**config.mk**
```make
export PLATFORM = sky130hd
export DESIGN_NAME = exe_stage_flat
export DESIGN_NICKNAME = d
export VERILOG_FILES = /design/src/rtl/exe_pkg.sv /design/src/rtl/exe_stage_if.sv /design/src/rtl/exe_alu.sv /design/src/rtl/exe_stage.sv /design/src/flat_wrapper.sv
export SDC_FILE = /design/constraint.sdc
export NUM_CORES = 1
export LEC_CHECK = 0
export BUFFER_PORTS_ARGS = -buffer_cell sky130_fd_sc_hd__buf_2
export CAP_MARGIN = 20
export CORE_AREA = 2 2 171 173
export DETAILED_ROUTE_END_ITERATION = 7
export DIE_AREA = 0 0 173 175
export PLACE_DENSITY = 0.47
export RECOVER_POWER = 25
export SLEW_MARGIN = 20
export SYNTH_ARGS = -nofsm -noshare
export SYNTH_HDL_FRONTEND = slang
export SYNTH_SLANG_ARGS = --single-unit
```
**constraint.sdc**
```tcl
create_clock -name CLK -period 6.35 [get_ports CLK]
set_input_delay 0.635 -clock CLK [delete_from_list [all_inputs] [get_ports CLK]]
set_output_delay 0.635 -clock CLK [all_outputs]
set_load 0.05 [all_outputs]
```
**src/rtl/exe_pkg.sv**
```systemverilog
// Shared definitions for the execute stage: opcode map, Z80 flag positions,
// branch condition codes and the EXE/MEM latch layout.
package exe_pkg;

    typedef logic [5:0] opcode_t;

    localparam opcode_t OP_NOP   = 6'd0;
    localparam opcode_t OP_ADD   = 6'd1;
    localparam opcode_t OP_ADC   = 6'd2;
    localparam opcode_t OP_SUB   = 6'd3;
    localparam opcode_t OP_SBC   = 6'd4;
    localparam opcode_t OP_AND   = 6'd5;
    localparam opcode_t OP_OR    = 6'd6;
    localparam opcode_t OP_XOR   = 6'd7;
    localparam opcode_t OP_CP    = 6'd8;
    localparam opcode_t OP_INC   = 6'd9;
    localparam opcode_t OP_DEC   = 6'd10;
    localparam opcode_t OP_RLC   = 6'd11;
    localparam opcode_t OP_RRC   = 6'd12;
    localparam opcode_t OP_RL    = 6'd13;
    localparam opcode_t OP_RR    = 6'd14;
    localparam opcode_t OP_SLA   = 6'd15;
    localparam opcode_t OP_SRA   = 6'd16;
    localparam opcode_t OP_SRL   = 6'd17;
    localparam opcode_t OP_ADD16 = 6'd18;
    localparam opcode_t OP_INC16 = 6'd19;
    localparam opcode_t OP_DEC16 = 6'd20;
    localparam opcode_t OP_MOV   = 6'd21;
    localparam opcode_t OP_LDI   = 6'd22;
    localparam opcode_t OP_LD    = 6'd23;
    localparam opcode_t OP_ST    = 6'd24;
    localparam opcode_t OP_JP    = 6'd25;
    localparam opcode_t OP_JR    = 6'd26;
    localparam opcode_t OP_JPR   = 6'd27;
    localparam opcode_t OP_JPC   = 6'd28;
    localparam opcode_t OP_JRC   = 6'd29;

    localparam int unsigned FLAG_S  = 7;
    localparam int unsigned FLAG_Z  = 6;
    localparam int unsigned FLAG_H  = 4;
    localparam int unsigned FLAG_PV = 2;
    localparam int unsigned FLAG_N  = 1;
    localparam int unsigned FLAG_C  = 0;

    typedef enum logic [2:0] {
        CC_NZ, CC_Z, CC_NC, CC_C, CC_PO, CC_PE, CC_P, CC_M
    } cc_e;

    typedef struct packed {
        opcode_t     opcode;
        logic [4:0]  wr_id;
        logic [7:0]  fmask;
        logic [15:0] result;
        logic [7:0]  flags;
        logic [15:0] st_data;
        logic        eoi;
    } exe_latch_t;

    // Z80 PV in parity mode: 1 for an even number of set bits.
    function automatic logic parity8(input logic [7:0] v);
        return ~^v;
    endfunction

endpackage

```
**src/rtl/exe_stage_if.sv**
```systemverilog
// RF -> EXE micro-op bus plus EXE outputs (front-end redirect and EXE/MEM latch).
interface exe_stage_if;
    import exe_pkg::*;

    opcode_t     opcode_help;
    logic [15:0] Imm;
    logic [4:0]  Wr_id;
    logic [7:0]  Fmask;
    logic        EOI;
    logic [15:0] Rd_data0;
    logic [4:0]  Rd0_id;
    logic [15:0] Rd_data1;
    logic [4:0]  Rd1_id;
    logic [15:0] seqNPC;
    logic        bubble;
    logic        mem_pipe_stall;

    logic        flush1;
    logic        PCupdate;
    logic [15:0] EXE_targetPC;
    opcode_t     EXE_opcode;
    logic [4:0]  EXE_Wr_id;
    logic [7:0]  EXE_Fmask;
    logic [15:0] EXE_Result;
    logic [7:0]  EXE_Flags;
    logic [15:0] EXE_StData;
    logic        EXE_EOI;

    modport master (
        output opcode_help, Imm, Wr_id, Fmask, EOI, Rd_data0, Rd0_id,
               Rd_data1, Rd1_id, seqNPC, bubble, mem_pipe_stall,
        input  flush1, PCupdate, EXE_targetPC, EXE_opcode, EXE_Wr_id,
               EXE_Fmask, EXE_Result, EXE_Flags, EXE_StData, EXE_EOI
    );

    modport slave (
        input  opcode_help, Imm, Wr_id, Fmask, EOI, Rd_data0, Rd0_id,
               Rd_data1, Rd1_id, seqNPC, bubble, mem_pipe_stall,
        output flush1, PCupdate, EXE_targetPC, EXE_opcode, EXE_Wr_id,
               EXE_Fmask, EXE_Result, EXE_Flags, EXE_StData, EXE_EOI
    );

endinterface

```
**src/rtl/exe_alu.sv**
```systemverilog
// Combinational ALU: 8-bit Z80-style arithmetic/logic/shift ops with flags,
// 16-bit add/inc/dec, moves and address generation.
module exe_alu
    import exe_pkg::*;
(
    input  opcode_t     op_i,
    input  logic [15:0] a_i,
    input  logic [15:0] b_i,
    input  logic        cin_i,
    output logic [15:0] result_o,
    output logic [7:0]  flags_o
);

    logic [7:0]  a8;
    logic [7:0]  opb;
    logic [7:0]  r8;
    logic [8:0]  sum9;
    logic [16:0] sum17;
    logic        h4;
    logic        h12;
    logic        is_sub;
    logic        ci;
    logic        keep_c;
    logic        fl8;
    logic        par;
    logic        c;
    logic        h;
    logic        pv;
    logic        n;

    assign a8 = a_i[7:0];

    // INC/DEC share the adder with B forced to 1 and carry left as it was.
    always_comb begin
        is_sub = 1'b0;
        opb    = b_i[7:0];
        ci     = 1'b0;
        keep_c = 1'b0;
        case (op_i)
            OP_ADC:        ci = cin_i;
            OP_SUB, OP_CP: is_sub = 1'b1;
            OP_SBC: begin
                is_sub = 1'b1;
                ci     = cin_i;
            end
            OP_INC: begin
                opb    = 8'h01;
                keep_c = 1'b1;
            end
            OP_DEC: begin
                is_sub = 1'b1;
                opb    = 8'h01;
                keep_c = 1'b1;
            end
            default: ;
        endcase
    end

    assign sum9  = is_sub ? ({1'b0, a8} - {1'b0, opb} - {8'h00, ci})
                          : ({1'b0, a8} + {1'b0, opb} + {8'h00, ci});
    assign h4    = a8[4] ^ opb[4] ^ sum9[4];
    assign sum17 = {1'b0, a_i} + {1'b0, b_i};
    assign h12   = a_i[12] ^ b_i[12] ^ sum17[12];

    always_comb begin
        r8       = '0;
        fl8      = 1'b0;
        par      = 1'b0;
        c        = 1'b0;
        h        = 1'b0;
        pv       = 1'b0;
        n        = 1'b0;
        result_o = '0;
        flags_o  = '0;
        case (op_i)
            OP_ADD, OP_ADC, OP_INC: begin
                fl8 = 1'b1;
                r8  = sum9[7:0];
                c   = keep_c ? cin_i : sum9[8];
                h   = h4;
                pv  = (a8[7] == opb[7]) && (r8[7] != a8[7]);
            end
            OP_SUB, OP_SBC, OP_CP, OP_DEC: begin
                fl8 = 1'b1;
                r8  = sum9[7:0];
                c   = keep_c ? cin_i : sum9[8];
                h   = h4;
                pv  = (a8[7] != opb[7]) && (r8[7] != a8[7]);
                n   = 1'b1;
            end
            OP_AND: begin
                fl8 = 1'b1; par = 1'b1; h = 1'b1;
                r8  = a8 & b_i[7:0];
            end
            OP_OR: begin
                fl8 = 1'b1; par = 1'b1;
                r8  = a8 | b_i[7:0];
            end
            OP_XOR: begin
                fl8 = 1'b1; par = 1'b1;
                r8  = a8 ^ b_i[7:0];
            end
            OP_RLC: begin fl8 = 1'b1; par = 1'b1; r8 = {a8[6:0], a8[7]}; c = a8[7]; end
            OP_RRC: begin fl8 = 1'b1; par = 1'b1; r8 = {a8[0], a8[7:1]};  c = a8[0]; end
            OP_RL:  begin fl8 = 1'b1; par = 1'b1; r8 = {a8[6:0], cin_i};  c = a8[7]; end
            OP_RR:  begin fl8 = 1'b1; par = 1'b1; r8 = {cin_i, a8[7:1]};  c = a8[0]; end
            OP_SLA: begin fl8 = 1'b1; par = 1'b1; r8 = {a8[6:0], 1'b0};   c = a8[7]; end
            OP_SRA: begin fl8 = 1'b1; par = 1'b1; r8 = {a8[7], a8[7:1]};  c = a8[0]; end
            OP_SRL: begin fl8 = 1'b1; par = 1'b1; r8 = {1'b0, a8[7:1]};   c = a8[0]; end
            OP_ADD16: begin
                result_o         = sum17[15:0];
                flags_o[FLAG_C]  = sum17[16];
                flags_o[FLAG_H]  = h12;
            end
            OP_INC16:       result_o = a_i + 16'd1;
            OP_DEC16:       result_o = a_i - 16'd1;
            OP_MOV, OP_LDI: result_o = b_i;
            OP_LD, OP_ST:   result_o = sum17[15:0];
            default: ;
        endcase
        if (fl8) begin
            result_o         = {8'h00, (op_i == OP_CP) ? a8 : r8};
            flags_o[FLAG_S]  = r8[7];
            flags_o[FLAG_Z]  = (r8 == 8'h00);
            flags_o[FLAG_H]  = h;
            flags_o[FLAG_PV] = par ? parity8(r8) : pv;
            flags_o[FLAG_N]  = n;
            flags_o[FLAG_C]  = c;
        end
    end

endmodule

```
**src/rtl/exe_stage.sv**
```systemverilog
// Execute stage: ALU, branch resolution with one-shot front-end redirect,
// and the EXE/MEM pipeline latch.
module exe_stage
    import exe_pkg::*;
(
    input logic        CLK,
    input logic        RST,
    exe_stage_if.slave bus
);

    exe_latch_t  latch_d;
    exe_latch_t  latch_q;
    logic        redirect_done_d;
    logic        redirect_done_q;
    logic        valid;
    logic        is_branch;
    logic        need_cc;
    logic        cond_ok;
    logic        taken;
    logic        pulse;
    logic [15:0] br_target;
    logic [15:0] jr_target;
    logic [15:0] alu_b;
    logic [15:0] alu_result;
    logic [7:0]  alu_flags;
    logic        unused_ids;

    assign unused_ids = ^{bus.Rd0_id, bus.Rd1_id};

    assign valid = !bus.bubble && (bus.opcode_help != OP_NOP);

    assign alu_b = (bus.opcode_help == OP_LD || bus.opcode_help == OP_ST ||
                    bus.opcode_help == OP_LDI) ? bus.Imm : bus.Rd_data1;

    exe_alu u_alu (
        .op_i     (bus.opcode_help),
        .a_i      (bus.Rd_data0),
        .b_i      (alu_b),
        .cin_i    (bus.Rd_data1[8]),
        .result_o (alu_result),
        .flags_o  (alu_flags)
    );

    assign jr_target = bus.seqNPC + {{8{bus.Imm[7]}}, bus.Imm[7:0]};

    // For conditional branches the RF places the current F in Rd_data0[7:0].
    always_comb begin
        cond_ok = 1'b0;
        case (cc_e'(bus.Imm[10:8]))
            CC_NZ: cond_ok = !bus.Rd_data0[FLAG_Z];
            CC_Z:  cond_ok =  bus.Rd_data0[FLAG_Z];
            CC_NC: cond_ok = !bus.Rd_data0[FLAG_C];
            CC_C:  cond_ok =  bus.Rd_data0[FLAG_C];
            CC_PO: cond_ok = !bus.Rd_data0[FLAG_PV];
            CC_PE: cond_ok =  bus.Rd_data0[FLAG_PV];
            CC_P:  cond_ok = !bus.Rd_data0[FLAG_S];
            CC_M:  cond_ok =  bus.Rd_data0[FLAG_S];
            default: cond_ok = 1'b0;
        endcase
    end

    always_comb begin
        is_branch = 1'b0;
        need_cc   = 1'b0;
        br_target = '0;
        case (bus.opcode_help)
            OP_JP:  begin is_branch = 1'b1; br_target = bus.Imm; end
            OP_JR:  begin is_branch = 1'b1; br_target = jr_target; end
            OP_JPR: begin is_branch = 1'b1; br_target = bus.Rd_data0; end
            OP_JPC: begin is_branch = 1'b1; need_cc = 1'b1; br_target = bus.Imm; end
            OP_JRC: begin is_branch = 1'b1; need_cc = 1'b1; br_target = jr_target; end
            default: ;
        endcase
    end

    assign taken = !RST && valid && is_branch && (!need_cc || cond_ok);
    assign pulse = taken && !redirect_done_q;

    assign bus.flush1       = pulse;
    assign bus.PCupdate     = pulse;
    assign bus.EXE_targetPC = taken ? br_target : 16'h0000;

    always_comb begin
        latch_d = '0;
        if (valid) begin
            latch_d.opcode  = bus.opcode_help;
            latch_d.wr_id   = bus.Wr_id;
            latch_d.fmask   = bus.Fmask;
            latch_d.result  = alu_result;
            latch_d.flags   = alu_flags;
            latch_d.st_data = bus.Rd_data1;
            latch_d.eoi     = bus.EOI;
        end
    end

    // A redirect issued during a MEM stall is remembered until the latch advances.
    always_comb begin
        redirect_done_d = redirect_done_q;
        if (!bus.mem_pipe_stall) begin
            redirect_done_d = 1'b0;
        end else if (pulse) begin
            redirect_done_d = 1'b1;
        end
    end

    always_ff @(posedge CLK) begin
        if (RST) begin
            latch_q         <= '0;
            redirect_done_q <= 1'b0;
        end else begin
            redirect_done_q <= redirect_done_d;
            if (!bus.mem_pipe_stall) begin
                latch_q <= latch_d;
            end
        end
    end

    assign bus.EXE_opcode = latch_q.opcode;
    assign bus.EXE_Wr_id  = latch_q.wr_id;
    assign bus.EXE_Fmask  = latch_q.fmask;
    assign bus.EXE_Result = latch_q.result;
    assign bus.EXE_Flags  = latch_q.flags;
    assign bus.EXE_StData = latch_q.st_data;
    assign bus.EXE_EOI    = latch_q.eoi;

endmodule
```
**src/flat_wrapper.sv**
```systemverilog
// flat-port wrapper written by rule: the top's interface ports become plain ports
module exe_stage_flat import exe_pkg::*;
  (CLK, RST, bus_opcode_help, bus_Imm, bus_Wr_id, bus_Fmask, bus_EOI, bus_Rd_data0, bus_Rd0_id, bus_Rd_data1, bus_Rd1_id, bus_seqNPC, bus_bubble, bus_mem_pipe_stall, bus_flush1, bus_PCupdate, bus_EXE_targetPC, bus_EXE_opcode, bus_EXE_Wr_id, bus_EXE_Fmask, bus_EXE_Result, bus_EXE_Flags, bus_EXE_StData, bus_EXE_EOI);
  exe_stage_if bus_i ();
  input logic CLK;
  input logic RST;
  input wire logic [$bits(bus_i.opcode_help)-1:0] bus_opcode_help;
  input wire logic [$bits(bus_i.Imm)-1:0] bus_Imm;
  input wire logic [$bits(bus_i.Wr_id)-1:0] bus_Wr_id;
  input wire logic [$bits(bus_i.Fmask)-1:0] bus_Fmask;
  input wire logic [$bits(bus_i.EOI)-1:0] bus_EOI;
  input wire logic [$bits(bus_i.Rd_data0)-1:0] bus_Rd_data0;
  input wire logic [$bits(bus_i.Rd0_id)-1:0] bus_Rd0_id;
  input wire logic [$bits(bus_i.Rd_data1)-1:0] bus_Rd_data1;
  input wire logic [$bits(bus_i.Rd1_id)-1:0] bus_Rd1_id;
  input wire logic [$bits(bus_i.seqNPC)-1:0] bus_seqNPC;
  input wire logic [$bits(bus_i.bubble)-1:0] bus_bubble;
  input wire logic [$bits(bus_i.mem_pipe_stall)-1:0] bus_mem_pipe_stall;
  output wire logic [$bits(bus_i.flush1)-1:0] bus_flush1;
  output wire logic [$bits(bus_i.PCupdate)-1:0] bus_PCupdate;
  output wire logic [$bits(bus_i.EXE_targetPC)-1:0] bus_EXE_targetPC;
  output wire logic [$bits(bus_i.EXE_opcode)-1:0] bus_EXE_opcode;
  output wire logic [$bits(bus_i.EXE_Wr_id)-1:0] bus_EXE_Wr_id;
  output wire logic [$bits(bus_i.EXE_Fmask)-1:0] bus_EXE_Fmask;
  output wire logic [$bits(bus_i.EXE_Result)-1:0] bus_EXE_Result;
  output wire logic [$bits(bus_i.EXE_Flags)-1:0] bus_EXE_Flags;
  output wire logic [$bits(bus_i.EXE_StData)-1:0] bus_EXE_StData;
  output wire logic [$bits(bus_i.EXE_EOI)-1:0] bus_EXE_EOI;
  assign bus_i.opcode_help = bus_opcode_help;
  assign bus_i.Imm = bus_Imm;
  assign bus_i.Wr_id = bus_Wr_id;
  assign bus_i.Fmask = bus_Fmask;
  assign bus_i.EOI = bus_EOI;
  assign bus_i.Rd_data0 = bus_Rd_data0;
  assign bus_i.Rd0_id = bus_Rd0_id;
  assign bus_i.Rd_data1 = bus_Rd_data1;
  assign bus_i.Rd1_id = bus_Rd1_id;
  assign bus_i.seqNPC = bus_seqNPC;
  assign bus_i.bubble = bus_bubble;
  assign bus_i.mem_pipe_stall = bus_mem_pipe_stall;
  assign bus_flush1 = bus_i.flush1;
  assign bus_PCupdate = bus_i.PCupdate;
  assign bus_EXE_targetPC = bus_i.EXE_targetPC;
  assign bus_EXE_opcode = bus_i.EXE_opcode;
  assign bus_EXE_Wr_id = bus_i.EXE_Wr_id;
  assign bus_EXE_Fmask = bus_i.EXE_Fmask;
  assign bus_EXE_Result = bus_i.EXE_Result;
  assign bus_EXE_Flags = bus_i.EXE_Flags;
  assign bus_EXE_StData = bus_i.EXE_StData;
  assign bus_EXE_EOI = bus_i.EXE_EOI;
  exe_stage u_core (.CLK(CLK), .RST(RST), .bus(bus_i));
endmodule
```
Word level (Yosys, flattened, before mapping)
Index checks and enable logic that the tools add are counted.
- input port bits: 98
- register bits: 61
- output and inout bits: 78
- word-level logic and storage cells: 129
- add/sub/neg operators: 8
- bitwise gates (word level): 8
- equal/unequal tests: 39
- mux-type cells: 28
- reduce and logical (&&, ||, !) cells: 38
- operators with widths (operator ; count):
    8-bit one-hot mux with 11 select lines ; 1
    6-bit by 5-bit equality test with 1-bit output (second input constant) ; 14
    16-bit one-hot mux with 4 select lines ; 1
    60-bit two-way mux ; 1
    6-bit by 4-bit equality test with 1-bit output (second input constant) ; 8
    16-bit two-way mux ; 3
    16-bit one-hot mux with 3 select lines ; 1
    6-bit by 3-bit equality test with 1-bit output (second input constant) ; 4
    16-bit by 16-bit adder with 17-bit output ; 1
    17-bit OR reduction ; 1
    16-bit by 1-bit adder with 16-bit output (second input constant) ; 1
    16-bit adder ; 1
    8-bit two-way mux ; 2
    16-bit by 1-bit subtractor with 16-bit output (second input constant) ; 1
    2-bit OR reduction ; 7
    3-bit equality test (second input constant) ; 4
    6-bit by 2-bit equality test with 1-bit output (second input constant) ; 2
    1-bit two-way mux ; 12
    10-bit OR reduction ; 1
    8-bit by 8-bit adder with 9-bit output ; 1
    9-bit by 1-bit adder with 9-bit output ; 1
    9-bit two-way mux ; 1
    3-bit OR reduction ; 3
    8-bit by 8-bit subtractor with 9-bit output ; 1
    26 further kinds ; 48

Depth between registers and ports, before layout
Gate-level depths: netlist (run 1).
- word-level depth: 14
- mapped depth: 24
- gate-level depth less buffers: 21

Modules after synthesis
A second synthesis (run 1) with hierarchy kept.
- cell total of the unflattened synthesis: 839
- area total of the unflattened synthesis: 6881.6 um2
- modules (own cells, without submodules) (module ; cells each ; instances ; area each (um2)):
    exe_alu ; 519 ; 1 ; 3712.3
    exe_stage ; 320 ; 1 ; 3169.3

Worst setup path before layout (run 1)
No wires, ideal clock.
- kind: input to register
- start: input bus_opcode_help[2]
- end: register u_core.latch_q, in the netlist u_core.bus.EXE_Flags[2]
- cell stages on the path: 21
- setup slack: 1339 ps
- data arrival time: 4876 ps
- data required time: 6215 ps
- path through: buf_2 > or4b_1 > a21oi_4 > buf_6 > mux2i_1 > nor2_1 > ha_1 > clkbuf_1 > or3b_2 > o221ai_1 > o41ai_1 > xnor2_1 > o21ai_1 > nor3b_1 > nor2_1 > ha_1 > xor2_1 > xnor2_1 > nor2_1 > a22oi_1 > a311oi_1
- longest elaborated chain between the ends: 14
- RTL lines (element ; RTL line ; RTL):
    start, declared ; flat_wrapper.sv:7 ; input wire logic [$bits(bus_i.opcode_help)-1:0] bus_opcode_help;
    parallel branches: the longest is 13 deep, another holds 8-bit by 8-bit adder with 9-bit output ; n/a ;
    60-bit two-way mux * ; exe_stage.sv:85 ; if (valid) begin
    end signal, assigned ; exe_stage.sv:113 ; latch_q <= latch_d;
    end, declared ; exe_stage.sv:12 ; exe_latch_t latch_q;
Every way passes the cells marked *.
A chain may end at the register's enable or synchronous reset.

Worst setup path after layout (run 1)
- start: input bus_opcode_help[0]
- end: register u_core.latch_q, in the netlist u_core.bus.EXE_Flags[2]
The elaborated chain is that of the path after synthesis.

==> metrics.md, run 1 <==
| Metric | Value |
|---|---|
| Top-count cell post-synth | `nor2_1` |
| Clock Tree Buf Depth | `2` |
| Initial Util | `roughly 25%` |
| R2R Path End | `u_core.bus.EXE_Result[6]` |
| Final hold slack | `between 0.4 and 0.5 ns` |
| DRC Markers | `0` |
| Worst Hold Path EP | `u_core.bus.EXE_Result[9]` |
| Postcts setup bufs | `0` |
| Core area | `roughly 28,000 sq um` |
| Asr flop ratio synth | `0%` |
| First-pass GRT wire length | `approximately 40 mm` |
| Setup WS pre-CTS | `around 0.7 ns` |
| Vias | `between 7,000 and 8,000` |
| Hold Buf Count CTS | `0` |
| Number of flops mapped to enable cells by yosys | `0` |
| Post-synthesis instance area | `around 7000 sq um` |
| Placed Area | `8200 sq um` |
| Internal reg-to-reg setup slack | `between 5 and 6 ns` |
| Yosys warns | `0` |
| Pin count of the biggest net entering global routing | `70` |
| Gpl congestion | `0.825` |
| Hold wc startpoint | `u_core.bus.EXE_Result[9]` |
| Clk slew on worst S/H paths | `~0.06 ns` |
| Yosys reg bits | `59` |
| CTS Sinks | `59` |
| Height of the die | `between 150 and 200 um` |
| Initial antenna violation count | `1` |
| Fmax | `around 190 MHz` |
| Final Max Slew Viols | `0` |
| Hold Crit Class | `flip-flop to flip-flop` |
| Io pins | `roughly 180` |
| Max Cap Viol | `0` |
| Peak VDD IR | `0.129 mV` |
| DR vias/cell | `5.14` |
| Post-Syn Area per Cell | `approximately 7.7 sq um` |
| Post-synth cell types | `80` |
| H-tree depth | `3` |
| DIE AREA | `between 30,000 and 40,000 sq um` |
| Syn Inst Count | `about 900` |
| Critical Path RT | `about 6.6 ns` |
| Drt first pass iters | `7` |
| Final net count | `1,225` |
| Data arrival, critical path | `~5.6 ns` |
| Final setup viols | `0` |
| Ratio of cells with drive above 1 in the final layout | `about 18%` |
| Final worst setup slack | `between 1 and 1.5 ns` |
| Final Hold Fails | `0` |
| Worst-path maximum fanout | `6` |
| Setup CP Type | `input pin to flip-flop` |
| RSZ-0062 raised after global routing | `no` |
| Fin area | `8470 sq um` |
| Rows | `between 60 and 70` |
| Clk_skew | `0 ns` |
| Crit end category | `flip-flop` |
| Vias in the first global route | `about 7,000` |
| Status | `finished, final reports clean` |
| Seq/Total Area, Yosys | `around 17%` |
| DR WL/cell | `approximately 18 um` |
| Area growth from synthesis to layout | `21.1%` |
| Number of DRC markers in iteration 0 | `roughly 550` |
| TritonCTS clock tree | `built` |
| Gr ovfl total | `0` |
| Post-synth top cells | `109 x nor2_1, 78 x ha_1, 61 x nand2_1` |
| CTS Buf Count | `9` |
| Final period util | `roughly 84%` |
| Post-synth top flop | `dfxtp_1` |
| Setup_tns | `0 ns` |
| Clk Latency, worst-skew pair | `0.34 ns` |
| Post-route ant nets | `0` |
| Placed wire-length estimate | `roughly 21 mm` |
| Dominant cells by area after synthesis | `dfxtp_1 17%, ha_1 14%, xnor2_1 5.9%` |
| Actual slew at the worst max-slew pin | `0.925 ns` |
| Overall Power | `about 1500 uW` |
| # port buffers | `around 160` |
| Crit path launch type | `input pin` |
| Die Span X | `173 um` |
| Power Dens Cells | `175 nW/um^2` |
| Post_cts resized | `0` |
| Drt total wl | `26.3 mm` |
| R2R cell count | `4` |
| Cell type with the largest total area after synthesis | `dfxtp_1` |
| Worst slew margin | `roughly two fifths` |
| Worst hold path depth | `2` |
| Final min period | `between 5 and 6 ns` |
| GRT Util Overall | `between 10% and 20%` |
| Reg-to-Reg Start | `u_core.bus.EXE_Result[6]` |
| Top-area cell type share of the netlist area | `16.9%` |
| Pleak | `about 0.0035 uW` |
| Clk root buf | `clkbuf_16` |
power breakdown:
part / leakage, uW / switching [uW] / internal (uW)
clock: 0.000155 / 187 / 361
combinational: 0.00289 / 338 / 213
sequential: 0.000479 / 5.74 / 381
registers in the layout, indices dropped and copies added, names as in the netlist:
signal                  flops
u_core.bus.EXE_Wr_id        5
u_core.bus.EXE_Flags        6
u_core.bus.EXE_opcode       6
u_core.bus.EXE_Result      16
u_core.bus.EXE_StData      16
u_core.redirect_done_q      1
u_core.bus.EXE_EOI          1
u_core.bus.EXE_Fmask        8
logic make-up (layout without fill, tap and decap cells):
| family | Yosys count | in the layout | share of synthesized area [%] |
|---|---|---|---|
| buf+inv | 96 | 237 | 5.72 |
| flops | 59 | 59 | 16.9 |
| simple gates | 295 | 295 | 20.7 |
| xor+xnor | 57 | 57 | 7.33 |
| mux | 24 | 24 | 3.81 |
| compound gates | 286 | 286 | 29.6 |
| other cells | 1 | 3 | 0.0536 |
| fa+ha+maj | 85 | 85 | 16.0 |
cells in the final DEF (no fill, tap or decap), types with 15 or more instances in the layout:
cell	count
nor3_1	27
a21o_1	17
buf_4	17
nand2_1	61
a222oi_1	21
o21ai_0	24
dfxtp_1	59
o21ai_1	15
clkbuf_1	34
ha_1	78
a22oi_1	41
nand3_1	17
buf_2	130
inv_1	39
a21oi_1	60
nor2_1	108
xnor2_1	47
layout make-up:
cell class                      instances  area (sq um)
Tap cell                              384           480
Sequential cell                        59          1180
Multi-Input combinational cell        749          5430
Clock inverter                          2          60.1
Antenna cell                            1          2.50
Fill cell                            3162         19900
Timing Repair Buffer                  180           902
Inverter                               43           161
Clock buffer                           12           256
routing by layer:
layer | vias up | track usage, % | wire, um | part of all wire [%]
met4 | 0 | 5.65 | 478 | 1.8
met1 | 3493 | 22.3 | 11800 | 45
met5 | - | 0 | 0 | 0
met2 | 196 | 28.6 | 12600 | 48
met3 | 22 | 2.48 | 1370 | 5.2
li1 | 3644 | - | - | -
worst max-delay path by stage:
stage / start / end / slack [ns] / depth (start not counted)
5_1_grt: bus_opcode_help[0] / u_core.bus.EXE_Flags[2] / 0.74 / 19
2_1_floorplan: bus_opcode_help[2] / u_core.bus.EXE_Flags[2] / 1.34 / 21
6_report: bus_opcode_help[0] / u_core.bus.EXE_Flags[2] / 1.01 / 19
3_5_place_dp: bus_opcode_help[0] / u_core.bus.EXE_Flags[2] / 0.71 / 19
4_1_cts: bus_opcode_help[0] / u_core.bus.EXE_Flags[2] / 1.07 / 19
3_3_place_gp: bus_opcode_help[0] / u_core.bus.EXE_Flags[2] / 0.76 / 19
critical path, stage by stage:
cell and delay, ns:
buf_2 0.10, or4b_1 0.57, a21oi_4 0.36, mux2i_1 0.43, nand2_1 0.19, fa_1 0.47
a21oi_1 0.23, o221ai_1 0.24, o41ai_1 0.56, xnor2_1 0.18, o21ai_1 0.07, nor3b_1 0.41
nor2_1 0.08, ha_1 0.31, xor2_1 0.15, xnor2_1 0.13, nor2_1 0.12, a22oi_1 0.08
a311oi_1 0.25
metrics by stage:
stage               util (%)  instances
finish                  29.8       1430
floorplan                  -        904
global route            29.8       1430
global placement        28.9       1415
detailed placement      28.9       1415
CTS                     30.0       1429
Power figures use the tool's default switching activity.
==> run 2: changes to the inputs <==
==> constraint.sdc (replaced) <==
create_clock -name CLK -period 5 [get_ports CLK]
set_input_delay 0.5 -clock CLK [delete_from_list [all_inputs] [get_ports CLK]]
set_output_delay 0.5 -clock CLK [all_outputs]
set_load 0.05 [all_outputs]
==> run 2 against run 1 <==
The flow now finishes with violations (DRC). Clock skew stayed put. Setup slack worse by 0.62 ns. Via count is 1.5% higher. Design area is 3.7% higher. Routed wire length is 1.7% higher. Power is 24% higher.
==> metrics.md, run 2 (synthesis results as in run 1) <==
| Metric | Value |
|---|---|
| Final worst setup slack | `between 0.3 and 0.4 ns` |
| Peak VDD IR | `approximately 0.13 mV` |
| # diodes | `0` |
| Post_cts resized | `0` |
| Initial Util | `between 20% and 30%` |
| DIE AREA | `between 30,000 and 40,000 sq um` |
| Crit end category | `flip-flop` |
| Hold Buf Count CTS | `0` |
| Clk_skew | `0 ns` |
| Pin count of the biggest net entering global routing | `58` |
| Height of the die | `175 um` |
| Initial antenna violation count | `0` |
| Fin area | `8790 sq um` |
| Slowest CP cell | `or4b_1` |
| CTS Buf Count | `9` |
| Worst-path maximum fanout | `6` |
| Reg-to-Reg Start | `u_core.bus.EXE_Result[7]` |
| # port buffers | `between 150 and 200` |
| Final setup viols | `0` |
| Core area | `28,400 sq um` |
| DR vias/cell | `slightly above 5` |
| Most frequent cells in the layout | `130 x buf_2, 108 x nor2_1, 78 x ha_1` |
| Crit path cell chain | `buf_2 -> or4b_1 -> a21oi_4 -> buf_12 -> buf_4 -> mux2_2 -> inv_1 -> nor2_1 -> ha_1 -> or3_1 -> o221ai_1 -> buf_4 -> nor2_1 -> nor2_1 -> o31ai_1 -> a21oi_1 -> a211oi_2 -> ha_1 -> xor2_1 -> xnor2_1 -> nor2_1 -> a22oi_1 -> a311oi_1` |
| Final period util | `between 90 and 100%` |
| Final Hold Fails | `0` |
| Setup WS pre-CTS | `-0.0911 ns` |
| Area growth from synthesis to layout | `25.6%` |
| Slowest cell delay on critical path | `between 0.5 and 0.6 ns` |
| Internal reg-to-reg setup slack | `slightly below 4 ns` |
| Worst slew margin | `between 40% and 50%` |
| Clk root buf | `clkbuf_16` |
| Final Max Slew Viols | `0` |
| DRC Markers | `2` |
| Drt total wl | `approximately 27 mm` |
| Number of DRC markers in iteration 0 | `roughly 500` |
| Status | `finished with violations` |
| Placed Area | `about 8500 sq um` |
| R2R cell count | `4` |
| Max Cap Viol | `0` |
| Pleak | `0.00372 uW` |
| Die Span X | `between 150 and 200 um` |
| Failing checks | `DRC` |
| Fin cells | `around 1,500` |
| Critical path launch point | `bus_opcode_help[0]` |
| Setup_tns | `0 ns` |
| CTS Sinks | `59` |
| Placed wire-length estimate | `between 20 and 25 mm` |
| Ratio of cells with drive above 1 in the final layout | `~22%` |
| Worst path most repeated cell | `nor2_1` |
| Final net count | `around 1,300` |
| Power Dens Cells | `roughly 210 nW/um^2` |
| Postcts setup bufs | `0` |
| TritonCTS clock tree | `built` |
| Rows | `just over 60` |
| Setup CP Type | `input pin to flip-flop` |
| Clock Tree Buf Depth | `2` |
| Placed Instances | `1,458` |
| Actual slew at the worst max-slew pin | `0.844 ns` |
| Io pins | `approximately 180` |
| Data arrival, critical path | `between 4 and 5 ns` |
| RSZ-0062 raised after global routing | `no` |
| Vias | `7,468` |
| Gr ovfl total | `0` |
| Clk Latency, worst-skew pair | `~0.33 ns` |
| Critical Path RT | `between 5 and 6 ns` |
| DR WL/cell | `18.1 um` |
| Fmax | `~220 MHz` |
| H-tree depth | `3` |
| Critical path capture point | `u_core.bus.EXE_Flags[2]` |
| First-pass GRT wire length | `between 40 and 50 mm` |
| Crit path launch type | `input pin` |
| Final min period | `4.61 ns` |
| Hold Crit Class | `input pin to flip-flop` |
| Commonest non-fill, non-tap cell in the layout | `buf_2` |
| R2R Path End | `u_core.bus.EXE_Result[7]` |
| Overall Power | `about 1800 uW` |
| Drt first pass iters | `8` |
| Vias in the first global route | `7,233` |
| Gpl congestion | `~0.84` |
| GRT Util Overall | `between 15 and 20%` |
| Post-route ant nets | `0` |
| Clk slew on worst S/H paths | `about 0.06 ns` |
[run 2: cell count changes in the layout (fill, tap and decap cells not counted), moves of 2 or more]
cell	previous run	this run
clkinv_2	0	2
bufinv_16	2	0
buf_4	17	59
clkinvlp_4	0	2
[run 2: where the power goes]
part | total, uW | internal (uW) | switching [uW]
Sequential | 491 | 484 | 7.20
Combinational | 750 | 307 | 442
Clock | 597 | 360 | 236
Total | 1840 | 1150 | 685
[run 2: worst min-delay path by stage]
stage          cells after the start                       from                        end
4_1_cts                            3               bus_Fmask[6]    u_core.bus.EXE_Fmask[6]
3_5_place_dp                       2   u_core.bus.EXE_Result[9]   u_core.bus.EXE_Result[9]
3_3_place_gp                       2  u_core.bus.EXE_Result[13]  u_core.bus.EXE_Result[13]
2_1_floorplan                      2     u_core.redirect_done_q     u_core.redirect_done_q
6_report                           3               bus_Wr_id[0]    u_core.bus.EXE_Wr_id[0]
5_1_grt                            3               bus_Fmask[6]    u_core.bus.EXE_Fmask[6]
[run 2: per-stage QoR]
step | util (%) | hold WS (ns)
5_1_grt | 30.9 | 0.406
2_1_floorplan | - | 0.425
6_report | 30.9 | 0.391
3_5_place_dp | 30.0 | 0.446
4_1_cts | 31.0 | 0.386
3_3_place_gp | 30.0 | 0.445
[run 2: cell type report]
| class | count | area, sq um |
|---|---|---|
| Clock inverter | 4 | 25.0 |
| Multi-Input combinational cell | 749 | 5440 |
| Inverter | 43 | 161 |
| Tap cell | 384 | 480 |
| Fill cell | 3155 | 19600 |
| Sequential cell | 59 | 1180 |
| Timing Repair Buffer | 223 | 1240 |
| Clock buffer | 12 | 256 |
[run 2: metal layers]
metal	GRT usage [%]	part of all wire (%)	wire, um
met4	4.80	1.5	396
met1	23.2	45	12100
met5	0	0	0
met2	30.2	49	13100
met3	1.94	4.2	1130
[run 2: critical path, delay by kind of cell]
family / cells / cell delay, ns
AO/OA/AOI/OAI: 7 / 1.18
XOR/XNOR: 2 / 0.33
adder cells (fa/ha/maj): 2 / 0.67
buffers and inverters: 5 / 0.62
multiplexers: 1 / 0.34
AND/OR/NAND/NOR: 6 / 1.13
==> run 3: changes to the inputs <==
--- a/config.mk
+++ b/config.mk
@@ -7,10 +7,10 @@
 export LEC_CHECK = 0
 export BUFFER_PORTS_ARGS = -buffer_cell sky130_fd_sc_hd__buf_2
 export CAP_MARGIN = 20
-export CORE_AREA = 2 2 171 173
+export CORE_AREA = 2 2 219 135
 export DETAILED_ROUTE_END_ITERATION = 7
-export DIE_AREA = 0 0 173 175
-export PLACE_DENSITY = 0.47
+export DIE_AREA = 0 0 221 137
+export PLACE_DENSITY_LB_ADDON = 0.2
 export RECOVER_POWER = 25
 export SLEW_MARGIN = 20
 export SYNTH_ARGS = -nofsm -noshare
==> run 3 against run 2 <==
The run now ends clean. Power up 5.3%. Worst hold slack got worse by 0.022 ns. Non-clock buffer count is 5 higher. Via count rose by 4.7%. Global-route usage grew 1.9 points. Design area is 0.56% higher. Die area about the same. Clock power rose by 9.9%. Routed wire length grew 12%. Cell count fell by 0.20%. Maximum frequency decreased by 3.2%. Setup slack got worse by 0.15 ns. Highest routed layer unchanged.
==> metrics.md, run 3 (synthesis results as in run 1) <==
| Metric | Value |
|---|---|
| # port buffers | `~160` |
| Worst-path maximum fanout | `5` |
| Max Cap Viol | `0` |
| CTS Buf Count | `9` |
| Critical Path RT | `around 5.3 ns` |
| Setup WS pre-CTS | `-0.112 ns` |
| Area of the multi-input gates | `about 5400 sq um` |
| DIE AREA | `around 30,000 sq um` |
| Crit path launch type | `input pin` |
| DR WL/cell | `slightly above 20 um` |
| Final period util | `a little over nine tenths` |
| R2R Path End | `u_core.bus.EXE_Result[7]` |
| Pin count of the biggest net entering global routing | `70` |
| Worst hold path depth | `3` |
| DR vias/cell | `approximately 5.3` |
| Crit end category | `flip-flop` |
| Peak VDD IR | `roughly 0.40 mV` |
| Critical path capture point | `u_core.bus.EXE_Flags[2]` |
| Vias | `just under 8,000` |
| Area growth from synthesis to layout | `26.3%` |
| Height of the die | `between 100 and 150 um` |
| FF/Latch Area | `about 1200 sq um` |
| Power Dens Cells | `about 220 nW/um^2` |
| Gr ovfl total | `0` |
| Internal reg-to-reg setup slack | `approximately 3.9 ns` |
| Final Hold Fails | `0` |
| Drt total wl | `between 20 and 30 mm` |
| Crit path cell chain | `buf_2 -> or4b_1 -> a21oi_4 -> buf_12 -> buf_4 -> mux2_2 -> inv_2 -> nor2_1 -> ha_1 -> inv_1 -> ha_1 -> a2111oi_0 -> buf_4 -> nor2_1 -> xor2_1 -> mux2i_1 -> o21ai_1 -> inv_1 -> ha_1 -> xor2_1 -> xnor2_1 -> nor2_1 -> a22oi_1 -> a311oi_1` |
| Commonest non-fill, non-tap cell in the layout | `buf_2` |
| Clock Tree Buf Depth | `2` |
| H-tree depth | `3` |
| Initial Util | `roughly a quarter` |
| Final net count | `~1,300` |
| Status | `finished, final reports clean` |
| TritonCTS clock tree | `built` |
| Slowest CP cell | `or4b_1` |
| Final min period | `about 4.8 ns` |
| First-pass GRT wire length | `44.8 mm` |
| Placed wire-length estimate | `around 24 mm` |
| Drt first pass iters | `8` |
| Fmax | `210 MHz` |
| Worst slew margin | `between 20% and 30%` |
| Final Max Slew Viols | `0` |
| Actual slew at the worst max-slew pin | `between 1 and 1.5 ns` |
| R2R cell count | `4` |
| Initial antenna violation count | `1` |
| Core area | `about 28,000 sq um` |
| Clk_skew | `0 ns` |
| Hold Buf Count CTS | `0` |
| Fill cells | `approximately 3,000` |
| Fin cells | `1,471` |
| Ratio of cells with drive above 1 in the final layout | `around 22%` |
| Placed Instances | `1,453` |
| Vias in the first global route | `just over 7,000` |
| Pleak | `between 0.003 and 0.004 uW` |
| Data arrival, critical path | `around 5 ns` |
| Clk root buf | `clkbuf_16` |
| CTS Sinks | `59` |
| RSZ-0062 raised after global routing | `no` |
| GRT Util Overall | `approximately a fifth` |
| Most frequent cells in the layout | `131 x buf_2, 108 x nor2_1, 78 x ha_1` |
| Clk slew on worst S/H paths | `about 0.060 ns` |
| Rows | `48` |
| Final setup viols | `0` |
| Hold Crit Class | `input pin to flip-flop` |
| Finished Core Util | `between 30% and 40%` |
| Reg-to-Reg Start | `u_core.bus.EXE_Result[7]` |
| Die Span X | `~220 um` |
| Critical path launch point | `bus_opcode_help[0]` |
| Gpl congestion | `a little over 0.9` |
| Io pins | `176` |
| Setup CP Type | `input pin to flip-flop` |
| Final worst setup slack | `~0.24 ns` |
| Number of DRC markers in iteration 0 | `around 900` |
| Post-route ant nets | `0` |
| Final hold slack | `0.369 ns` |
| DRC Markers | `0` |
| Clk Latency, worst-skew pair | `roughly 0.35 ns` |
| Slowest cell delay on critical path | `between 0.5 and 0.6 ns` |
-- run 3: changes by cell type in the layout (fill, tap and decap cells not counted), moves of 2 or more --
cell / delta
clkbuf_1: -2
buf_4: +5
clkbuf_8: -2
clkinv_4: +2
-- run 3: per-stage QoR --
stage / instance area (sq um) / setup TNS [ns] / total power (uW)
6_report: 8830 / 0 / 1940
5_1_grt: 8830 / 0 / 2050
4_1_cts: 8850 / 0 / 1950
3_5_place_dp: 8540 / -0.112 / 1270
3_3_place_gp: 8540 / -0.0583 / 1270
2_1_floorplan: 7000 / 0 / 1010
-- run 3: worst max-delay path, delay by kind of cell --
| family | cells | cell delay (ns) |
|---|---|---|
| AO/OA/AOI/OAI | 5 | 1.25 |
| buffers and inverters | 7 | 0.80 |
| adder cells (fa/ha/maj) | 3 | 0.79 |
| AND/OR/NAND/NOR | 4 | 0.78 |
| multiplexers | 2 | 0.47 |
| XOR/XNOR | 3 | 0.41 |
-- run 3: how the worst min path moves through the flow --
stage	end	from	slack (ns)
after detailed placement	u_core.redirect_done_q	u_core.redirect_done_q	0.44
after global routing	u_core.bus.EXE_Wr_id[3]	bus_Wr_id[3]	0.37
final	u_core.bus.EXE_Wr_id[2]	bus_Wr_id[2]	0.37
after global placement	u_core.redirect_done_q	u_core.redirect_done_q	0.44
after CTS	u_core.bus.EXE_Wr_id[2]	bus_Wr_id[2]	0.34
after floorplan	u_core.redirect_done_q	u_core.redirect_done_q	0.42
-- run 3: per-layer routing --
metal | vias to the layer above | GRT usage (%) | share of wire (%)
met3 | 18 | 6.12 | 11
met5 | - | 0 | 0
met4 | 0 | 3.47 | 0.74
met1 | 3701 | 31.5 | 54
met2 | 358 | 23.7 | 35
li1 | 3742 | - | -
-- run 3: timing repair --
item / 4_1_cts / 5_1_grt
setup buffers: 0 / 1
setup endpoints to repair: 0 / 1
resized for setup: 0 / 3
endpoints found under the hold margin: 0 / 0
-- run 3: cell type report --
type | count | area share (%)
Tap cell | 375 | 5.31
Antenna cell | 1 | 0.0283
Clock inverter | 7 | 0.864
Multi-Input combinational cell | 749 | 61.6
Inverter | 43 | 1.83
Sequential cell | 59 | 13.4
Clock buffer | 9 | 2.55
Timing Repair Buffer | 228 | 14.4
-- run 3: report_power, final --
group          switching (uW)  total, uW  internal (uW)  leakage, uW
clock network             269        656            388     0.000142
registers                7.10        491            484     0.000479
logic                     473        788            314      0.00314
total                     749       1940           1190      0.00376
